--- src/rtl/hovalaag_pkg.sv ---
// Shared definitions for the Hovalaag host sequencer.
//   seq_state_t  : sequencer FSM states
//   ADDR_*       : one-hot bus_addr codes for the wrapper's beat/read strobes
//   STATUS_*     : bit positions inside the 4-bit status nibble
//   instr_chunk  : selects the 6-bit instruction slice written on beat W_Ik
package hovalaag_pkg;

    typedef enum logic [4:0] {
        ST_IDLE,
        ST_W_IN1L,
        ST_W_IN1H,
        ST_W_IN2L,
        ST_W_IN2H,
        ST_W_I0,
        ST_W_I1,
        ST_W_I2,
        ST_W_I3,
        ST_W_I4,
        ST_EXEC,
        ST_R_PC,
        ST_R_OUTL,
        ST_R_OUTH,
        ST_RESP,
        ST_CPURST
    } seq_state_t;

    localparam logic [9:0] ADDR_NONE   = 10'b00_0000_0000;
    localparam logic [9:0] ADDR_INSTR0 = 10'b00_0000_0001;
    localparam logic [9:0] ADDR_INSTR1 = 10'b00_0000_0010;
    localparam logic [9:0] ADDR_INSTR2 = 10'b00_0000_0100;
    localparam logic [9:0] ADDR_INSTR3 = 10'b00_0000_1000;
    localparam logic [9:0] ADDR_INSTR4 = 10'b00_0001_0000;
    localparam logic [9:0] ADDR_EXEC   = 10'b00_0010_0000;
    localparam logic [9:0] ADDR_IN1L   = 10'b00_0100_0000;
    localparam logic [9:0] ADDR_IN1H   = 10'b00_1000_0000;
    localparam logic [9:0] ADDR_IN2L   = 10'b01_0000_0000;
    localparam logic [9:0] ADDR_IN2H   = 10'b10_0000_0000;
    // Read strobes share lines with the IN write strobes.
    localparam logic [9:0] ADDR_PC     = 10'b00_0100_0000;
    localparam logic [9:0] ADDR_OUTL   = 10'b00_1000_0000;
    localparam logic [9:0] ADDR_OUTH   = 10'b01_0000_0000;

    localparam int unsigned STATUS_IN1_ADV    = 0;
    localparam int unsigned STATUS_IN2_ADV    = 1;
    localparam int unsigned STATUS_OUT1_VALID = 2;
    localparam int unsigned STATUS_OUT2_VALID = 3;

    function automatic logic [5:0] instr_chunk(input logic [31:0] instr, input logic [2:0] k);
        logic [5:0] c;
        case (k)
            3'd0:    c = instr[5:0];
            3'd1:    c = instr[11:6];
            3'd2:    c = instr[17:12];
            3'd3:    c = instr[23:18];
            3'd4:    c = instr[29:24];
            default: c = '0;
        endcase
        return c;
    endfunction

endpackage

--- src/rtl/hovalaag_host_sequencer.sv ---
// Host-side driver for the Hovalaag wrapper bus (one-hot addr, 6-bit write
// data, 8-bit combinational read data). Takes one command per handshake,
// serialises IN1/IN2 and the instruction onto the bus, pulses execute once,
// reads back status/PC/OUT and returns a single response.
// Ports:
//   clk, reset                  clock, synchronous active-high reset
//   cmd_valid/cmd_ready         command handshake (ready only in IDLE)
//   cmd_is_reset                command is a CPU reset (other fields ignored)
//   cmd_instr/cmd_in1/cmd_in2   instruction word and input values
//   bus_reset/bus_addr/bus_wdata/bus_rdata   wrapper pins
//   rsp_valid/rsp_ready         response handshake
//   rsp_status/rsp_pc/rsp_out   status nibble, PC and OUT after execute
module hovalaag_host_sequencer
    import hovalaag_pkg::*;
#(
    parameter bit          SKIP_UNCHANGED_IN = 1'b1,
    parameter int unsigned RESET_CYCLES      = 2
) (
    input  logic        clk,
    input  logic        reset,
    input  logic        cmd_valid,
    output logic        cmd_ready,
    input  logic        cmd_is_reset,
    input  logic [31:0] cmd_instr,
    input  logic [11:0] cmd_in1,
    input  logic [11:0] cmd_in2,
    output logic        bus_reset,
    output logic [9:0]  bus_addr,
    output logic [5:0]  bus_wdata,
    input  logic [7:0]  bus_rdata,
    output logic        rsp_valid,
    input  logic        rsp_ready,
    output logic [3:0]  rsp_status,
    output logic [7:0]  rsp_pc,
    output logic [11:0] rsp_out
);

    localparam int unsigned    RCW      = (RESET_CYCLES > 1) ? $clog2(RESET_CYCLES) : 1;
    localparam logic [RCW-1:0] RST_LAST = RCW'(RESET_CYCLES - 1);

    seq_state_t     state;
    seq_state_t     state_n;

    logic [31:0]    instr_q;
    logic [11:0]    in1_q;
    logic [11:0]    in2_q;
    logic           skip_in2_q;

    // Last values written to the wrapper's IN registers.
    logic [11:0]    in1_cache;
    logic [11:0]    in2_cache;
    logic           in1_cache_ok;
    logic           in2_cache_ok;

    logic [RCW-1:0] rst_cnt;

    logic           skip_in1;
    logic           skip_in2;

    always_comb begin
        skip_in1 = SKIP_UNCHANGED_IN && in1_cache_ok && (in1_cache == cmd_in1);
        skip_in2 = SKIP_UNCHANGED_IN && in2_cache_ok && (in2_cache == cmd_in2);
    end

    always_comb begin
        state_n   = state;
        cmd_ready = 1'b0;
        rsp_valid = 1'b0;
        bus_reset = 1'b0;
        bus_addr  = ADDR_NONE;
        bus_wdata = '0;

        case (state)
            ST_IDLE: begin
                cmd_ready = 1'b1;
                if (cmd_valid) begin
                    if (cmd_is_reset)
                        state_n = ST_CPURST;
                    else if (!skip_in1)
                        state_n = ST_W_IN1L;
                    else if (!skip_in2)
                        state_n = ST_W_IN2L;
                    else
                        state_n = ST_W_I0;
                end
            end
            ST_W_IN1L: begin
                bus_addr  = ADDR_IN1L;
                bus_wdata = in1_q[5:0];
                state_n   = ST_W_IN1H;
            end
            ST_W_IN1H: begin
                bus_addr  = ADDR_IN1H;
                bus_wdata = in1_q[11:6];
                state_n   = skip_in2_q ? ST_W_I0 : ST_W_IN2L;
            end
            ST_W_IN2L: begin
                bus_addr  = ADDR_IN2L;
                bus_wdata = in2_q[5:0];
                state_n   = ST_W_IN2H;
            end
            ST_W_IN2H: begin
                bus_addr  = ADDR_IN2H;
                bus_wdata = in2_q[11:6];
                state_n   = ST_W_I0;
            end
            ST_W_I0: begin
                bus_addr  = ADDR_INSTR0;
                bus_wdata = instr_chunk(instr_q, 3'd0);
                state_n   = ST_W_I1;
            end
            ST_W_I1: begin
                bus_addr  = ADDR_INSTR1;
                bus_wdata = instr_chunk(instr_q, 3'd1);
                state_n   = ST_W_I2;
            end
            ST_W_I2: begin
                bus_addr  = ADDR_INSTR2;
                bus_wdata = instr_chunk(instr_q, 3'd2);
                state_n   = ST_W_I3;
            end
            ST_W_I3: begin
                bus_addr  = ADDR_INSTR3;
                bus_wdata = instr_chunk(instr_q, 3'd3);
                state_n   = ST_W_I4;
            end
            ST_W_I4: begin
                bus_addr  = ADDR_INSTR4;
                bus_wdata = instr_chunk(instr_q, 3'd4);
                state_n   = ST_EXEC;
            end
            ST_EXEC: begin
                // Top two instruction bits ride along with the execute strobe.
                bus_addr  = ADDR_EXEC;
                bus_wdata = {4'b0000, instr_q[31:30]};
                state_n   = ST_R_PC;
            end
            ST_R_PC: begin
                bus_addr = ADDR_PC;
                state_n  = ST_R_OUTL;
            end
            ST_R_OUTL: begin
                bus_addr = ADDR_OUTL;
                state_n  = ST_R_OUTH;
            end
            ST_R_OUTH: begin
                bus_addr = ADDR_OUTH;
                state_n  = ST_RESP;
            end
            ST_RESP: begin
                rsp_valid = 1'b1;
                if (rsp_ready)
                    state_n = ST_IDLE;
            end
            ST_CPURST: begin
                bus_reset = 1'b1;
                if (rst_cnt == RST_LAST)
                    state_n = ST_RESP;
            end
            default: state_n = ST_IDLE;
        endcase
    end

    always_ff @(posedge clk) begin
        if (reset) begin
            state        <= ST_IDLE;
            instr_q      <= '0;
            in1_q        <= '0;
            in2_q        <= '0;
            skip_in2_q   <= 1'b0;
            in1_cache    <= '0;
            in2_cache    <= '0;
            in1_cache_ok <= 1'b0;
            in2_cache_ok <= 1'b0;
            rst_cnt      <= '0;
            rsp_status   <= '0;
            rsp_pc       <= '0;
            rsp_out      <= '0;
        end else begin
            state <= state_n;
            case (state)
                ST_IDLE: begin
                    if (cmd_valid) begin
                        instr_q    <= cmd_instr;
                        in1_q      <= cmd_in1;
                        in2_q      <= cmd_in2;
                        skip_in2_q <= skip_in2;
                        rst_cnt    <= '0;
                        if (cmd_is_reset) begin
                            rsp_status <= '0;
                            rsp_pc     <= '0;
                            rsp_out    <= '0;
                        end
                    end
                end
                ST_W_IN1H: begin
                    in1_cache    <= in1_q;
                    in1_cache_ok <= 1'b1;
                end
                ST_W_IN2H: begin
                    in2_cache    <= in2_q;
                    in2_cache_ok <= 1'b1;
                end
                // Status is the wrapper's view before the CPU clock edge.
                ST_EXEC:   rsp_status    <= bus_rdata[3:0];
                ST_R_PC:   rsp_pc        <= bus_rdata;
                ST_R_OUTL: rsp_out[7:0]  <= bus_rdata;
                ST_R_OUTH: rsp_out[11:8] <= bus_rdata[3:0];
                ST_CPURST: begin
                    // The wrapper clears in1/in2 on CPU reset.
                    rst_cnt      <= rst_cnt + RCW'(1);
                    in1_cache_ok <= 1'b0;
                    in2_cache_ok <= 1'b0;
                end
                default: ;
            endcase
        end
    end

endmodule

--- config.mk ---
export PLATFORM = sky130hd
export DESIGN_NAME = hovalaag_host_sequencer
export DESIGN_NICKNAME = d
export VERILOG_FILES = /design/src/rtl/hovalaag_pkg.sv /design/src/rtl/hovalaag_host_sequencer.sv
export SDC_FILE = /design/constraint.sdc
export NUM_CORES = 1
export LEC_CHECK = 0
export ABC_AREA = 1
export BUFFER_PORTS_ARGS = -buffer_cell sky130_fd_sc_hd__buf_4
export CAP_MARGIN = 20
export CORE_ASPECT_RATIO = 1.4
export CORE_MARGIN = 1.5
export CORE_UTILIZATION = 58
export DETAILED_ROUTE_END_ITERATION = 8
export HOLD_SLACK_MARGIN = 0.1
export PLACE_DENSITY = 0.83
export SLEW_MARGIN = 5
export SYNTH_ARGS = -nofsm -noshare
export SYNTH_HDL_FRONTEND = slang
export SYNTH_SLANG_ARGS = --single-unit
--- constraint.sdc ---
create_clock -name clk -period 3.2 [get_ports clk]
set_clock_uncertainty 0.2 [all_clocks]
set_input_delay 0.32 -clock clk [delete_from_list [all_inputs] [get_ports clk]]
set_output_delay 0.32 -clock clk [all_outputs]
set_load 0.02 [all_outputs]
* Yosys cells after proc, flatten, opt, wreduce, memory -nomap -nowiden
Index checks and enable logic that the tools add are counted.
Storage, ports and cells: word-level logic and storage cells 83, output and inout bits 43, input port bits 69, register bits after elaboration 113
Operators by class: equal/unequal tests 21, reduce and logical (&&, ||, !) cells 20, multiplexer cells 27, $add $sub $neg 1
Operator list (number):
- $pmux W10 S10 | 1
- $pmux W5 S16 | 1
- $pmux W6 S10 | 1
- $eq A5 B4 Y1 const B | 8
- $pmux W8 S2 | 2
- $eq A12 B12 Y1 | 2
- $mux W12 | 2
- $eq A5 B3 Y1 const B | 4
- $mux W8 | 2
- $pmux W4 S2 | 2
- $mux W5 | 3
- $reduce_and A3 Y1 | 5
- $reduce_bool A2 Y1 | 7
- $mux W4 | 3
- $eq A5 B2 Y1 const B | 2
- $mux W3 | 3
- $ne A2 B2 Y1 const B | 4
- $pmux W1 S2 | 3
- $reduce_or A2 Y1 | 3
- $eq A5 B1 Y1 const B | 1
- $logic_not A5 Y1 | 1
- $mux W1 | 4
- $reduce_and A2 Y1 | 2
- $logic_and A1 B1 Y1 | 2
- $add A1 B1 Y1 const B | 1

* Depth between registers and ports, before layout
Gate-level depths: netlist (run 1).
depth in word-level cells 7, gate-level depth with buffers 12, mapped depth without buffers 12

* Worst setup path after synthesis (run 1)
Ideal clock, no wire load.
path type flip-flop to output port, start register state[1], end output port bus_wdata[5], cell stages (with the launch flop) 8, required time 2680 ps, slack 1144 ps, path buffers 0, arrival time 1536 ps, path through dfxtp_1 > nor2_2 > nand2_2 > clkinv_1 > nand2_1 > o21ai_0 > nor3_1 > o211ai_1
On the way: cells in the longest elaborated chain, start to end 2, elaborated cells between the ends (all ways) 11, those cells by class eq/ne (10); mux (1)
RTL lines:
- start, declared | line hovalaag_host_sequencer.sv:41 | seq_state_t state;
- start signal, assigned | line hovalaag_host_sequencer.sv:180 | state <= state_n;
- $eq A5 B4 Y1, or another cell as far along | line hovalaag_host_sequencer.sv:73 | case (state)
- $pmux W6 S10 (*) | line hovalaag_host_sequencer.sv:73
- end, declared | line hovalaag_host_sequencer.sv:29 | output logic [5:0] bus_wdata,
Every way passes the cells marked *; elsewhere a longest branch is shown, timed or not.

* Worst setup path after layout (run 1)
start register state[1], end output port bus_wdata[2]
Same word-level chain as after synthesis.

==> results of run 1 <==
[layout make-up]
type	count	area [sq um]	area share [%]
Antenna cell	1	2.502	0.03720
Clock buffer	12	266.5	3.962
Clock inverter	4	27.53	0.4092
Inverter	104	390.4	5.804
Multi-Input combinational cell	458	2181	32.42
Sequential cell	112	2242	33.33
Tap cell	102	127.6	1.897
Timing Repair Buffer	177	1489	22.14
[state kept, by name, indices dropped and copies added (netlist names)]
| signal | cells |
|---|---|
| rst_cnt | 1 |
| in2_cache | 12 |
| rsp_status | 4 |
| rsp_pc | 8 |
| rsp_out | 12 |
| skip_in2_q | 1 |
| in1_q | 12 |
| in2_cache_ok | 1 |
| in1_cache_ok | 1 |
| state | 4 |
| in1_cache | 12 |
| in2_q | 12 |
| instr_q | 32 |
[stage by stage]
stage | area (sq um) | util, % | setup WS [ps]
global route | 6726 | 81.57 | 139.6
detailed placement | 5789 | 70.20 | 769.3
CTS | 6724 | 81.54 | 379.6
floorplan | 4971 | - | 1144
global placement | 5789 | 70.20 | 825.6
finish | 6726 | 81.57 | 311.1
[routing by layer]
metal / up-vias / global-route usage, % / routed length (um)
met1: 2516 / 40.86 / 5885
met5: - / 0 / 0
met3: 71 / 6.098 / 991
met4: 0 / 23.33 / 900
met2: 265 / 62.06 / 8113
li1: 2588 / - / -
[worst max-delay path by stage]
stage / endpoint / depth (start not counted)
after floorplan: bus_wdata[5] / 7
after global placement: bus_wdata[2] / 9
after detailed placement: bus_wdata[5] / 8
after CTS: bus_wdata[5] / 8
after global routing: bus_wdata[4] / 8
final: bus_wdata[2] / 8
[worst max-delay path, delay by kind of cell (launching register included)]
| family | cells | cell delay (ps) |
|---|---|---|
| AOI/OAI and AO/OA | 3 | 400 |
| buffers and inverters | 2 | 490 |
| DFF | 1 | 460 |
| and+or+nand+nor | 3 | 660 |
[repair_timing]
item | 4_1_cts | 5_1_grt
endpoints found under the hold margin | 79 | 0
resized for setup | 0 | 0
hold buffers | 64 | 0
[cell usage after synthesis, drive strengths merged]
| cell | number |
|---|---|
| nand2 | 123 |
| o21a | 3 |
| nor3b | 1 |
| nand4 | 2 |
| inv | 103 |
| a21boi | 2 |
| xnor2 | 5 |
| clkinv | 1 |
| or2 | 1 |
| nor3 | 4 |
| o22ai | 10 |
| o2111ai | 4 |
| nand3 | 44 |
| a21oi | 99 |
| nor2 | 74 |
| o21ai | 82 |
| clkbuf | 17 |
| o211ai | 2 |
| a211oi | 2 |
| dfxtp | 112 |
| buf | 13 |
[cells in the final DEF (no fill, tap or decap), drive strengths merged]
cell and instances:
o22ai 10, dlygate4sd3 64, a21boi 2, o2111ai 4, o211ai 2, clkinvlp 3
xnor2 5, or2 1, nor3 4, o21a 3, o21ai 82, nand2 123
a21oi 99, inv 103, a211oi 2, nor2 74, nand3 44, nand4 2
nor3b 1, diode 1, buf 113, clkbuf 12, clkinv 2, dfxtp 112
[power breakdown]
| part | leakage, nW | total (mW) | internal (mW) | switching, mW |
|---|---|---|---|---|
| combinational | 1.87 | 1.65 | 0.555 | 1.09 |
| sequential | 0.915 | 1.95 | 1.75 | 0.197 |
| clock | 0.137 | 1.12 | 0.591 | 0.524 |
| total | 2.93 | 4.71 | 2.89 | 1.82 |
[cell families after synthesis]
kind of cell    after synthesis  synth area share, %
buf+inv                     134                11.02
flops                       112                45.10
simple gates                249                21.44
compound gates              204                21.55
xor+xnor                      5               0.8809
==> impl_results.md, run 1 <==
* Status: finished, final reports clean
* Share of the synthesized area in the top cell type at 45.10%
* DIE HEIGHT at 112.5 um
* WP data required at 2680 ps
* Initial Util at 60.28%
* Synth warn at 0
* CP Cell Sequence: nor2_2 > nand2_2 > clkinv_1 > nand2_1 > o21ai_0 > a21oi_1 > o2111ai_1 > buf_4
* Hold path start: reset
* Largest net degree at the start of global routing at 73
* Via/cell ratio at 5.608
* TritonCTS clock tree: built
* Crit path largest cell delay at 460 ps
* # DRC at 0
* Leakage at 2.926 nW
* Reg clk slew, reported paths at 70 ps
* R2R depth at 8
* Hold Path Stages at 2
* Rows at 39
* Core area at 0.008247 sq mm
* Synth Area per Inst at 7.061 sq um
* CP endpoint kind: output pin
* Hold Path Class: primary input to register
* Max Root-Sink Buffers at 2
* Syn nets at 773
* Critical path type: register to output pin
* First-pass GRT wire length at 25.16 mm
* Peak VDD IR at 622.3 uV
* WP data arrival at 2370 ps
* Register area share after synthesis at 45.10%
* Max frequency at 346.2 MHz
* Gp weighted congestion at 0.9266
* Endpoint, Worst Hold: rsp_pc[0]$_SDFFE_PP0P_
* Final nets at 931
* Hold slack at 192.9 ps
* Worst-skew pair later-pin latency at 360 ps
* Slowest cell on the critical path: dfxtp_1
* Antenna-violating nets left at 0
* Die W at 81.24 um
* Register-to-register setup slack at 750 ps
* Routed via count at 5440
* Worst Setup Start Kind: register
* CTS buffer count at 9
* Clk sinks at 112
* Wire per inst at 16.38 um
* #FFs+latches synth at 112
* Worst relative slew slack at 30.47%
* Syn Std Cell Area at 0.004971 sq mm
* Fin cells at 970
* RSZ-0062 raised after global routing: no
* Io pins at 112
* Setup repair bufs after CTS at 0
* Final HPWL from detailed placement at 10.14 mm
* Max cap viols at 0
* Tcrit/Tclk final at 90.28%
* Die area at 0.009143 sq mm
* Worst setup path start: state[1]$_SDFFE_PP0P_
* GRT overflow at 0
* # setup viols final at 0
* Worst slew pin tran at 1043 ps
* Share of post-route cells with drive strength above 1 at 17.07%
* P&R area growth vs syn at 35.31%
* Detailed Route WL at 15.89 mm
* Yosys top cell by area: dfxtp_1
* DRT iter0 DRCs at 421
* Fin. max-slew vios at 0
* Initial antenna violation count at 1
* Fillers at 567
* Cell count after placement at 889
* Worst Path Max Fanout at 19
* Final Hold Viols at 0
* Pwr dens at 700.3 mW/mm^2
* Overall power at 4.710 mW
* Htree depth at 3
* Ranking of synthesized cells by area: dfxtp_1 45%, a21oi_1 10%, nand2_1 8.9%
* R2r startpoint: state[1]$_SDFFE_PP0P_
* Vias in the first global route at 5329
* Cells after synthesis at 704
* Synth cell types at 28
* Setup TNS at 0 ps
* Crit path time final at 2889 ps
* RR Endpoint: in1_q[3]$_SDFFE_PP0P_
* Pre-antenna DRT Iters at 5
* Root Driver: clkbuf_16
* Buffers on Ports at 111
* Gr usage total at 36.40%
Power figures use the tool's default switching activity.
==> run 2, diff against run 1 <==
CELL_PAD_IN_SITES_DETAIL_PLACEMENT = 0   (was unset)
CELL_PAD_IN_SITES_GLOBAL_PLACEMENT = 1   (was unset)
CORE_MARGIN = 2   (was 1.5)
CORE_UTILIZATION = 41   (was 58)
==> run 2 against run 1 <==
  * Maximum frequency is 0.77% lower
  * Sequential cell count unchanged
  * Sequential power is essentially flat
  * Combinational power about the same
  * Design area grew 1.3%
  * Register-to-register slack gained 220 ps
  * Critical path type unchanged
  * Critical endpoint is now bus_wdata[5]
  * Largest cell class unchanged
  * Highest routed layer unchanged
==> impl_results.md, run 2 (synthesis results as in run 1) <==
* Max cap viols at 0
* Grt peak-use layer: met2
* Rows at 47
* WP data arrival at 2390 ps
* Status: finished, final reports clean
* DIE HEIGHT at 134.3 um
* Worst Setup Start Kind: register
* Reg clk slew, reported paths at 70 ps
* WP data required at 2680 ps
* Gp weighted congestion at 0.8455
* Wire per inst at 15.08 um
* ANT cells at 0
* TritonCTS clock tree: built
* Max Root-Sink Buffers at 2
* Share of post-route cells with drive strength above 1 at 17.28%
* Gr usage total at 23.49%
* Pre-antenna DRT Iters at 5
* Biggest register: instr_q
* First-pass GRT wire length at 24.60 mm
* Root Driver: clkbuf_16
* Worst Path Max Fanout at 19
* Tcrit/Tclk final at 90.98%
* Hold Path Class: primary input to register
* Peak VDD IR at 285.7 uV
* Worst slew pin tran at 879.0 ps
* Via/cell ratio at 5.044
* Clk sinks at 112
* Initial antenna violation count at 0
* Overall power at 4.710 mW
* # setup viols final at 0
* Die area at 0.01303 sq mm
* Setup repair bufs after CTS at 0
* Largest net degree at the start of global routing at 63
* Post-route cell area at 0.006812 sq mm
* Met2 Track Usage GR at 41.78%
* Buffers on Ports at 111
* GRT overflow at 0
* Pwr dens at 691.4 mW/mm^2
* # DRC at 0
* Core area at 0.01182 sq mm
* Most frequent cells in the layout: 118 x nand2_1, 114 x buf_4, 112 x dfxtp_1
* P&R area growth vs syn at 37.02%
* Most common cell after layout, fill and taps aside: nand2_1
* CP endpoint kind: output pin
* Crit path time final at 2911 ps
* Worst-skew pair later-pin latency at 350 ps
* DP Worst Slack at 670.6 ps
* GR Layer Usage met3 at 4.534%
* Hold buffers post-CTS at 63
* Fin cells at 1015
* Die W at 97.06 um
* Max frequency at 343.5 MHz
* Antenna-violating nets left at 0
* Fillers at 1146
* Cell count after placement at 936
* Met1 Use GR at 27.93%
* Post-route setup slack at 288.6 ps
* Worst relative slew slack at 41.24%
* DRT iter0 DRCs at 257
* Final nets at 932
* Final HPWL from detailed placement at 11.07 mm
* DP Area at 0.005873 sq mm
* Fin. max-slew vios at 0
* Vias in the first global route at 5001
* Setup TNS at 0 ps
* Critical path type: register to output pin
* Initial Util at 42.06%
* CTS resizes at 0
* RSZ-0062 raised after global routing: no
* Max reg flops at 32
* Detailed Route WL at 15.31 mm
* Htree depth at 3
* Final Hold Viols at 0
* Leakage at 2.948 nW
* Io pins at 112
* CTS buffer count at 9
* Routed via count at 5120
[run 2: path summary, 6_finish.rpt]
| check | from | endpoint | cells past startpoint | slack (ps) |
|---|---|---|---|---|
| worst max-delay path | state[2]$_SDFFE_PP0P_ | bus_wdata[5] | 9 | 290 |
| worst min-delay path | cmd_instr[30] | instr_q[30]$_SDFFE_PP0P_ | 3 | 110 |
| worst max register to register | state[1]$_SDFFE_PP0P_ | instr_q[27]$_SDFFE_PP0P_ | 9 | 970 |
| worst min register to register | instr_q[31]$_SDFFE_PP0P_ | instr_q[31]$_SDFFE_PP0P_ | 2 | 250 |
[run 2: cell type report]
cell class | count | area (sq um) | share of cell area (%)
clock buffer | 10 | 239.0 | 3.508
clock inverter | 6 | 68.82 | 1.010
sequential | 112 | 2242 | 32.92
tap | 147 | 183.9 | 2.700
multi-input combinational | 458 | 2181 | 32.02
timing repair buffer | 178 | 1506 | 22.12
inverter | 104 | 390.4 | 5.731
[run 2: where the power goes]
part	switching [mW]	internal, mW	total, mW
Clock	0.518	0.632	1.15
Combinational	1.07	0.561	1.63
Sequential	0.180	1.75	1.93
[run 2: through the flow]
stage	utilization, %	hold WS (ps)
floorplan	-	224.5
global placement	49.69	240.7
detailed placement	49.69	244.7
CTS	57.63	105.4
global route	57.63	130.6
finish	57.63	108.5
[run 2: critical path, cell delays in order (launching register included)]
cell      delay [ps]
dfxtp_1          410
inv_1            100
nor2_1           330
nand2_2          310
clkinv_1         230
nand2_1           80
o21ai_0          150
nor3_1           110
o211ai_1         130
buf_4            190
[run 2: metal layers]
| metal | share of wire (%) | routed length, um |
|---|---|---|
| met1 | 42 | 6422 |
| met2 | 50 | 7718 |
| met3 | 5.0 | 769 |
| met4 | 2.6 | 399 |
| met5 | 0 | 0 |
==> run 3, diff against run 2 <==
CORE_ASPECT_RATIO = 1.5   (was 1.4)
RECOVER_POWER = 25   (was unset)
SLEW_MARGIN = 0   (was 5)
==> run 3 against run 2 <==
  * Worst setup slack worse by 44 ps
  * Non-clock buffer count rose by 3
  * Critical path type unchanged
  * Global-route usage rose by 0.77 points
  * Critical path depth did not move
  * Core utilization down 1.2 points
  * Critical endpoint unchanged
  * Sequential cell count did not move
  * Final cell count rose by 0.89%
  * Maximum frequency fell by 1.5%
  * First-iteration DRC count shrank 18%
  * Clock power shrank 4%
  * Worst hold slack improved by 33 ps
==> impl_results.md, run 3 (synthesis results as in run 1) <==
* Largest net degree at the start of global routing at 68
* Rows at 49
* Detailed Route WL at 15.61 mm
* Core area at 0.01189 sq mm
* GRT overflow at 0
* Root Driver: clkbuf_16
* Max reg flops at 32
* CP top delay family: simple AND/OR/NAND/NOR gates
* CTS buffer count at 9
* Critical path type: register to output pin
* Worst Path Max Fanout at 19
* Gp weighted congestion at 0.8711
* Share of post-route cells with drive strength above 1 at 14.58%
* Post-route setup slack at 244.7 ps
* Max Root-Sink Buffers at 2
* Hold Path Class: primary input to register
* Final Hold Viols at 0
* Final nets at 935
* Crit path largest cell delay at 340 ps
* Max cap viols at 0
* Reg clk slew, reported paths at 80 ps
* # DRC at 0
* Fin. max-slew vios at 0
* Pre-antenna DRT Iters at 5
* Die W at 93.91 um
* WP data arrival at 2440 ps
* Final HPWL from detailed placement at 11.15 mm
* Worst Setup Start Kind: register
* CP Cell Sequence: inv_1 > nor2_1 > nand2_2 > clkinv_1 > nand2_1 > o21ai_0 > nor3_1 > o211ai_1 > buf_4
* Biggest register: instr_q
* Htree depth at 3
* Gr usage total at 24.26%
* Tcrit/Tclk final at 92.35%
* Routed via count at 5129
* Slowest cell on the critical path: dfxtp_1
* Initial antenna violation count at 0
* DP Worst Slack at 660.3 ps
* P&R area growth vs syn at 35.01%
* RSZ-0062 raised after global routing: no
* Most frequent cells in the layout: 119 x nand2_1, 112 x dfxtp_1, 99 x a21oi_1
* Register-to-register setup slack at 1030 ps
* Setup TNS at 0 ps
* Worst relative slew slack at 40.35%
* Setup repair bufs after CTS at 0
* Critical path buffers and inverters at 3
* First-pass GRT wire length at 24.98 mm
* CP endpoint kind: output pin
* Wire per inst at 15.24 um
* Die area at 0.01304 sq mm
* DIE HEIGHT at 138.9 um
* Leakage at 2.849 nW
* Peak VDD IR at 384.9 uV
* Crit path time final at 2955 ps
* Vias in the first global route at 5158
* DRT iter0 DRCs at 210
* Via/cell ratio at 5.009
* ANT cells at 0
* Most common cell after layout, fill and taps aside: nand2_1
* Clk sinks at 112
* Worst-skew pair later-pin latency at 350 ps
* WP data required at 2680 ps
* Max frequency at 338.4 MHz
* Status: finished, final reports clean
* Worst slew pin tran at 892.3 ps
* TritonCTS clock tree: built
* Antenna-violating nets left at 0
* Pwr dens at 694.7 mW/mm^2
* Buffers on Ports at 111
* # setup viols final at 0
* Io pins at 112
* Initial Util at 41.79%
[run 3: worst reg2reg max path: stages (launching register included)]
cell     delay (ps)
dfxtp_1         340
inv_1           140
nand2_1         130
nor2_4          180
nand3_1         670
nand3_1         280
a21oi_1         100
[run 3: stage by stage]
stage	area, sq um	utilization (%)	power (mW)	instances	hold WS, ps
after global placement	5891	49.53	3.518	945	239.1
after CTS	6812	57.27	4.688	1024	132.7
after detailed placement	5891	49.53	3.539	945	240.7
final	6711	56.43	4.662	1024	141.1
after floorplan	4971	-	3.013	704	224.5
after global routing	6711	56.43	4.972	1024	148.5
[run 3: worst paths after layout]
path	startpoint	end	cells past startpoint
setup / recovery	state[2]$_SDFFE_PP0P_	bus_wdata[5]	9
hold / removal	cmd_instr[25]	instr_q[25]$_SDFFE_PP0P_	3
setup reg to reg	state[0]$_SDFFE_PP0P_	rsp_out[8]$_SDFFE_PP0P_	6
hold reg to reg	instr_q[31]$_SDFFE_PP0P_	instr_q[31]$_SDFFE_PP0P_	2
[run 3: final cells by class]
cell class	count	area (sq um)
Fill cell	1180	5182
Tap cell	153	191.4
Timing Repair Buffer	181	1426
Multi-Input combinational cell	458	2171
Clock buffer	9	225.2
Inverter	104	390.4
Sequential cell	112	2242
Clock inverter	7	65.06
[run 3: repair_timing]
| item | CTS | global route |
|---|---|---|
| endpoints found under the hold margin | 78 | 0 |
| hold buffers | 63 | 0 |
| resized for setup | 0 | 0 |
[run 3: power breakdown]
part / switching, mW / internal [mW] / leakage (nW)
Combinational: 1.07 / 0.565 / 1.79
Clock: 0.554 / 0.544 / 0.143
Sequential: 0.178 / 1.75 / 0.915
Total: 1.81 / 2.86 / 2.85
[run 3: metal layers]
metal	vias to the layer above	track usage (%)	wire length, um
met5	-	0	0
met4	0	9.992	499
met3	33	3.641	666
met2	145	43.95	8110
met1	2352	27.83	6331
li1	2599	-	-
